$ cat config.mk
export PLATFORM = sky130hd
export DESIGN_NAME = ula_lo_seq
export DESIGN_NICKNAME = d
export VERILOG_FILES = /design/src/rtl/ula_lo_seq.sv
export SDC_FILE = /design/constraint.sdc
export NUM_CORES = 1
export LEC_CHECK = 0
export CORE_MARGIN = 2
export CORE_UTILIZATION = 54
export CTS_BUF_LIST = sky130_fd_sc_hd__clkbuf_16
export DETAILED_ROUTE_END_ITERATION = 7
export GPL_TIMING_DRIVEN = 0
export HOLD_SLACK_MARGIN = 0.03
export PLACE_DENSITY_LB_ADDON = 0.2
export SYNTH_ARGS = -nofsm -noshare
export SYNTH_HDL_FRONTEND = slang
export SYNTH_SLANG_ARGS = --single-unit
$ cat constraint.sdc
create_clock -name clk -period 3.38 [get_ports clk]
set_clock_uncertainty 0.15 [all_clocks]
set_input_delay 0.676 -clock clk [delete_from_list [all_inputs] [get_ports clk]]
set_output_delay 0.676 -clock clk [all_outputs]
set_load 0.005 [all_outputs]
$ cat src/rtl/ula_lo_seq.sv
// ula_lo_seq - multi-cycle sequencer and flag register for the logic-only ALU.
//
// Accepts one operation per start pulse. Logical ops (10000..11111) take a single
// ALU pass; LSL (01000) and ASR (01001) iterate the ALU's 1-bit shift shamt times.
// Holds the architectural result and C/S/Z flags and pulses done (plus illegal for
// unsupported codes) for one cycle when the operation completes.
//
// Ports:
//   clk, rst_n      clock (rising edge), asynchronous active-low reset
//   start           request, sampled only in IDLE
//   op, a, b, shamt operation code, operands, shift amount (latched on start)
//   busy            high while in SHIFT or EXEC
//   done, illegal   one-cycle completion / unsupported-op pulses
//   result          registered result
//   flag_c/s/z      registered carry, sign and zero flags
module ula_lo_seq #(
    parameter int unsigned BITS = 16,
    parameter int unsigned SHW  = 5
) (
    input  logic            clk,
    input  logic            rst_n,
    input  logic            start,
    input  logic [4:0]      op,
    input  logic [BITS-1:0] a,
    input  logic [BITS-1:0] b,
    input  logic [SHW-1:0]  shamt,
    output logic            busy,
    output logic            done,
    output logic            illegal,
    output logic [BITS-1:0] result,
    output logic            flag_c,
    output logic            flag_s,
    output logic            flag_z
);

    localparam logic [4:0] OpLsl   = 5'b01000;
    localparam logic [4:0] OpAsr   = 5'b01001;
    localparam logic [4:0] OpZero  = 5'b10000;
    localparam logic [4:0] OpPassB = 5'b10011;
    localparam logic [4:0] OpOne   = 5'b11111;

    typedef enum logic [1:0] {
        StIdle,
        StShift,
        StExec,
        StFinish
    } state_e;

    state_e          state_q;
    logic [4:0]      op_q;
    logic [BITS-1:0] opr_q;
    logic [BITS-1:0] b_q;
    logic [SHW-1:0]  cnt_q;

    logic [BITS-1:0] alu_res;
    logic            alu_c;

    logic            start_shift;
    logic            start_logic;

    assign start_shift = (op == OpLsl) || (op == OpAsr);
    assign start_logic = op[4];

    // ALU: one pass over opr/b under the latched op.
    // Logical ops treat op[3:0] as a truth table: bit index {~b, ~a} per bit,
    // so 0000 = zero, 0001 = AND, 0011 = pass B, 0110 = XOR, 1111 = all ones.
    always_comb begin
        logic [1:0] sel;
        sel     = 2'b00;
        alu_res = '0;
        alu_c   = 1'b0;
        if (op_q == OpLsl) begin
            alu_res = {opr_q[BITS-2:0], 1'b0};
            alu_c   = opr_q[BITS-1];
        end else if (op_q == OpAsr) begin
            alu_res = {opr_q[BITS-1], opr_q[BITS-1:1]};
            alu_c   = opr_q[0];
        end else if (op_q[4]) begin
            for (int i = 0; i < BITS; i++) begin
                sel        = {~b_q[i], ~opr_q[i]};
                alu_res[i] = op_q[sel];
            end
        end
    end

    // Sequencer, working registers and registered outputs.
    always_ff @(posedge clk or negedge rst_n) begin
        if (!rst_n) begin
            state_q <= StIdle;
            op_q    <= '0;
            opr_q   <= '0;
            b_q     <= '0;
            cnt_q   <= '0;
            result  <= '0;
            flag_c  <= 1'b0;
            flag_s  <= 1'b0;
            flag_z  <= 1'b0;
            busy    <= 1'b0;
            done    <= 1'b0;
            illegal <= 1'b0;
        end else begin
            unique case (state_q)
                StIdle: begin
                    done    <= 1'b0;
                    illegal <= 1'b0;
                    if (start) begin
                        op_q  <= op;
                        opr_q <= a;
                        b_q   <= b;
                        cnt_q <= shamt;
                        if (start_shift && (shamt != '0)) begin
                            busy    <= 1'b1;
                            state_q <= StShift;
                        end else if (start_shift) begin
                            // Zero-length shift: result is A, nothing shifted out.
                            result  <= a;
                            flag_c  <= 1'b0;
                            flag_s  <= a[BITS-1];
                            flag_z  <= (a == '0);
                            done    <= 1'b1;
                            state_q <= StFinish;
                        end else if (start_logic) begin
                            busy    <= 1'b1;
                            state_q <= StExec;
                        end else begin
                            // Unsupported code: result and flags untouched.
                            done    <= 1'b1;
                            illegal <= 1'b1;
                            state_q <= StFinish;
                        end
                    end
                end

                StShift: begin
                    opr_q  <= alu_res;
                    flag_c <= alu_c;
                    cnt_q  <= cnt_q - SHW'(1);
                    if (cnt_q == SHW'(1)) begin
                        result  <= alu_res;
                        flag_s  <= alu_res[BITS-1];
                        flag_z  <= (alu_res == '0);
                        busy    <= 1'b0;
                        done    <= 1'b1;
                        state_q <= StFinish;
                    end
                end

                StExec: begin
                    result <= alu_res;
                    if (op_q == OpZero) begin
                        flag_z <= 1'b1;
                    end else if ((op_q != OpPassB) && (op_q != OpOne)) begin
                        flag_s <= alu_res[BITS-1];
                        flag_z <= (alu_res == '0);
                    end
                    busy    <= 1'b0;
                    done    <= 1'b1;
                    state_q <= StFinish;
                end

                StFinish: begin
                    done    <= 1'b0;
                    illegal <= 1'b0;
                    state_q <= StIdle;
                end

                default: begin
                    busy    <= 1'b0;
                    done    <= 1'b0;
                    illegal <= 1'b0;
                    state_q <= StIdle;
                end
            endcase
        end
    end

endmodule

==> results.cfg <==
[run_status]
run_status = finished, final reports clean

[die]
row_count = 31
core_um2 = 7253
die_x_um = 90.69
dieArea_um2 = 8224
num_io_pins = 67
die_h_um = 90.69
initial_core_util = 0.5594

[sta]
tightest_slew_ns = 0.8206
post-route-period-util = 0.9276
rsz0062_at_grt = false
hold_viol = 0
fin_crit_ns = 3.135
finalSetupViolations = 0
relSlewSlack = 0.4529
drv_slew = 0
setup_slack_ns = 0.2447
max_freq_mhz = 319.0

[layout]
final_cells = 613
diodes = 0
syn_to_final_growth_pct = 26.52
fillers = 600
regArea_um2 = 1652
fin_nets = 562
drive_gt1_frac = 0.09144
multiInputGateArea_um2 = 2198
fin_area_um2 = 5134
finish.utilization = 0.7078

[global_routing]
grt_pass1_vias = 3603
overflow = 0
antenna_found_initial = 0
grt_max_degree = 67
grtUsageTotal = 0.2780
grt_pass1_wl_mm = 18.27

[setup_path]
rr_worst_depth = 10
crit_type = in2reg
worstPathRequired_ns = 3.42
cp.arrival_ns = 3.17
r2r-start = cnt_q[1]$_DFFE_PN0P_
crit_path_start = op[4]
end_kind = flop
r2r_end = result[4]$_DFFE_PN0P_
startpoint_type = input port
critPathMaxFanout = 10
endpoint = result[4]$_DFFE_PN0P_
reg2reg_slack_ns = 0.55

[power]
p_leak_nw = 2.188
ir_drop_v = 0.0006064
p_sw_frac = 0.4323
pwr-share-clk = 0.163
combPwrFrac = 0.556
power_density_nw_per_um2 = 1081
power_switching_mw = 2.398
intPower_mw = 3.149
pwr-share-seq = 0.281

[synth]
yosys.area.top_type = dfrtp_1
ys_seq_area_frac = 0.4070
syn_area_um2 = 4058
post-synth-top-count-cell = dfrtp_1
synthDistinctLibCells = 43
synth_top_flop_cell = dfrtp_1
syn_area_per_cell_um2 = 9.393
yosys-top-cells-area = dfrtp_1 41%, mux2i_1 15%, mux2_2 6.7%, o21ai_0 5.3%, nand2_1 4.9%
synthCells = 432
synth_top_area_share = 0.4070
ys_seq_elements = 66
yosysWarnings = 0
synthTopCellsByCount = 66 x dfrtp_1, 59 x mux2i_1, 53 x nand2_1
synthArstFlopShare = 1.000
syn_nets = 485
synth_edf_count = 0

[cts]
clockRootBuffer = clkbuf_16
holdBufCountCts = 0
clk_pin_slew_ns = 0.05
cts_buffer_depth = 2
numCtsBuffers = 9
cts_tree = built
clkSinkCount = 66
clock_latency_ns = 0.33
h-tree-depth = 3

[placement]
dpl-instance-area_um2 = 4840
dp_hpwl_mm = 7.953
pre_cts_slack_ns = -0.4486
globalplace.congestion = 0.8884
port_buffers = 66
place_inst = 597

[job]
cap_violations = 0

[drt]
route.antenna.remaining_nets = 0
drt_iter0_drc = 286
routedWlPerCell_um = 17.72
routed_wl_mm = 10.87
vias = 3653
drc = 0
viasPerCell = 5.959
first_pass_iters = 5

[min_path]
hold_path.class = in2async
-- timing repair --
action                     in CTS  in global routing
setup buffers                   0                  0
resized for setup               1                  0
hold endpoints to repair        0                  0
setup endpoints to repair      15                  0
-- layout make-up --
cell class / instances / share of cell area
clock buffers: 9 / 0.04387
plain buffers: 34 / 0.02705
clock inverters: 7 / 0.01219
repair buffers: 66 / 0.1282
inverters: 20 / 0.01462
well taps: 99 / 0.02413
flip-flops and latches: 66 / 0.3217
multi-input cells: 312 / 0.4282
-- sequential cells by signal (all words and copies together), names as in the netlist, 2 cells and up --
name,cells
b_q,16
cnt_q,5
result,16
opr_q,16
state_q,2
op_q,5
-- logic make-up after synthesis --
| family | Yosys count | share of synthesized area |
|---|---|---|
| buffers and inverters | 54 | 0.05273 |
| xor gates and xnor gates | 1 | 0.002159 |
| adders and majority gates | 8 | 0.02467 |
| muxes | 85 | 0.2233 |
| and+or+nand+nor | 116 | 0.1366 |
| AOI/OAI and AO/OA | 102 | 0.1536 |
| DFF | 66 | 0.4070 |
-- cell usage in the layout (no fill, tap or decap), types with 10 or more instances in the layout --
master / n
o32a_1: 10
inv_1: 22
mux2i_1: 59
mux2_2: 24
nor3_1: 21
clkbuf_1: 25
a21oi_1: 16
o21ai_0: 43
nor2_1: 13
clkdlybuf4s50_1: 65
nand2_1: 53
dfrtp_1: 66
-- stage by stage --
| stage | total power [mW] | hold WS [ns] | setup TNS [ns] |
|---|---|---|---|
| 2_1_floorplan | 3.643 | 0.2304 | 0 |
| 3_3_place_gp | 4.504 | 0.3191 | -50.18 |
| 3_5_place_dp | 4.593 | 0.3172 | -6.583 |
| 4_1_cts | 5.534 | 0.3373 | 0 |
| 5_1_grt | 5.970 | 0.3574 | 0 |
| 6_report | 5.547 | 0.3081 | 0 |
-- worst min-delay path by stage --
stage,slack (ns),cells past startpoint,end
floorplan,0.23,0,b_q[0]$_DFFE_PN0P_
global placement,0.32,2,result[4]$_DFFE_PN0P_
detailed placement,0.32,1,result[14]$_DFFE_PN0P_
CTS,0.34,1,b_q[2]$_DFFE_PN0P_
global route,0.36,2,illegal$_DFFE_PN0P_
finish,0.31,1,b_q[4]$_DFFE_PN0P_
-- worst max-delay path: stages --
cell             delay (ns)
clkdlybuf4s50_1        0.54
nor4b_2                0.63
a21boi_1               0.27
or3_1                  0.40
clkbuf_1               0.17
clkbuf_1               0.26
nand2_1                0.11
o21ai_0                0.10
-- power groups by stage --
| stage | combinational [mW] | clock [mW] | sequential [mW] |
|---|---|---|---|
| 5_1_grt | 3.40 | 0.950 | 1.62 |
| 3_3_place_gp | 2.96 | 0 | 1.54 |
| 2_1_floorplan | 2.18 | 0 | 1.46 |
| 6_report | 3.08 | 0.904 | 1.56 |
| 3_5_place_dp | 3.04 | 0 | 1.56 |
| 4_1_cts | 3.06 | 0.918 | 1.55 |
-- per-layer routing --
metal / global-route usage / part of all wire / up-vias / wire length (µm)
li1: - / - / 1713 / -
met1: 0.3841 / 0.46 / 1759 / 5003
met2: 0.4291 / 0.45 / 160 / 4923
met3: 0.07262 / 0.069 / 21 / 749
met4: 0.08590 / 0.017 / 0 / 188
met5: 0 / 0 / - / 0
Power figures use the tool's default switching activity.
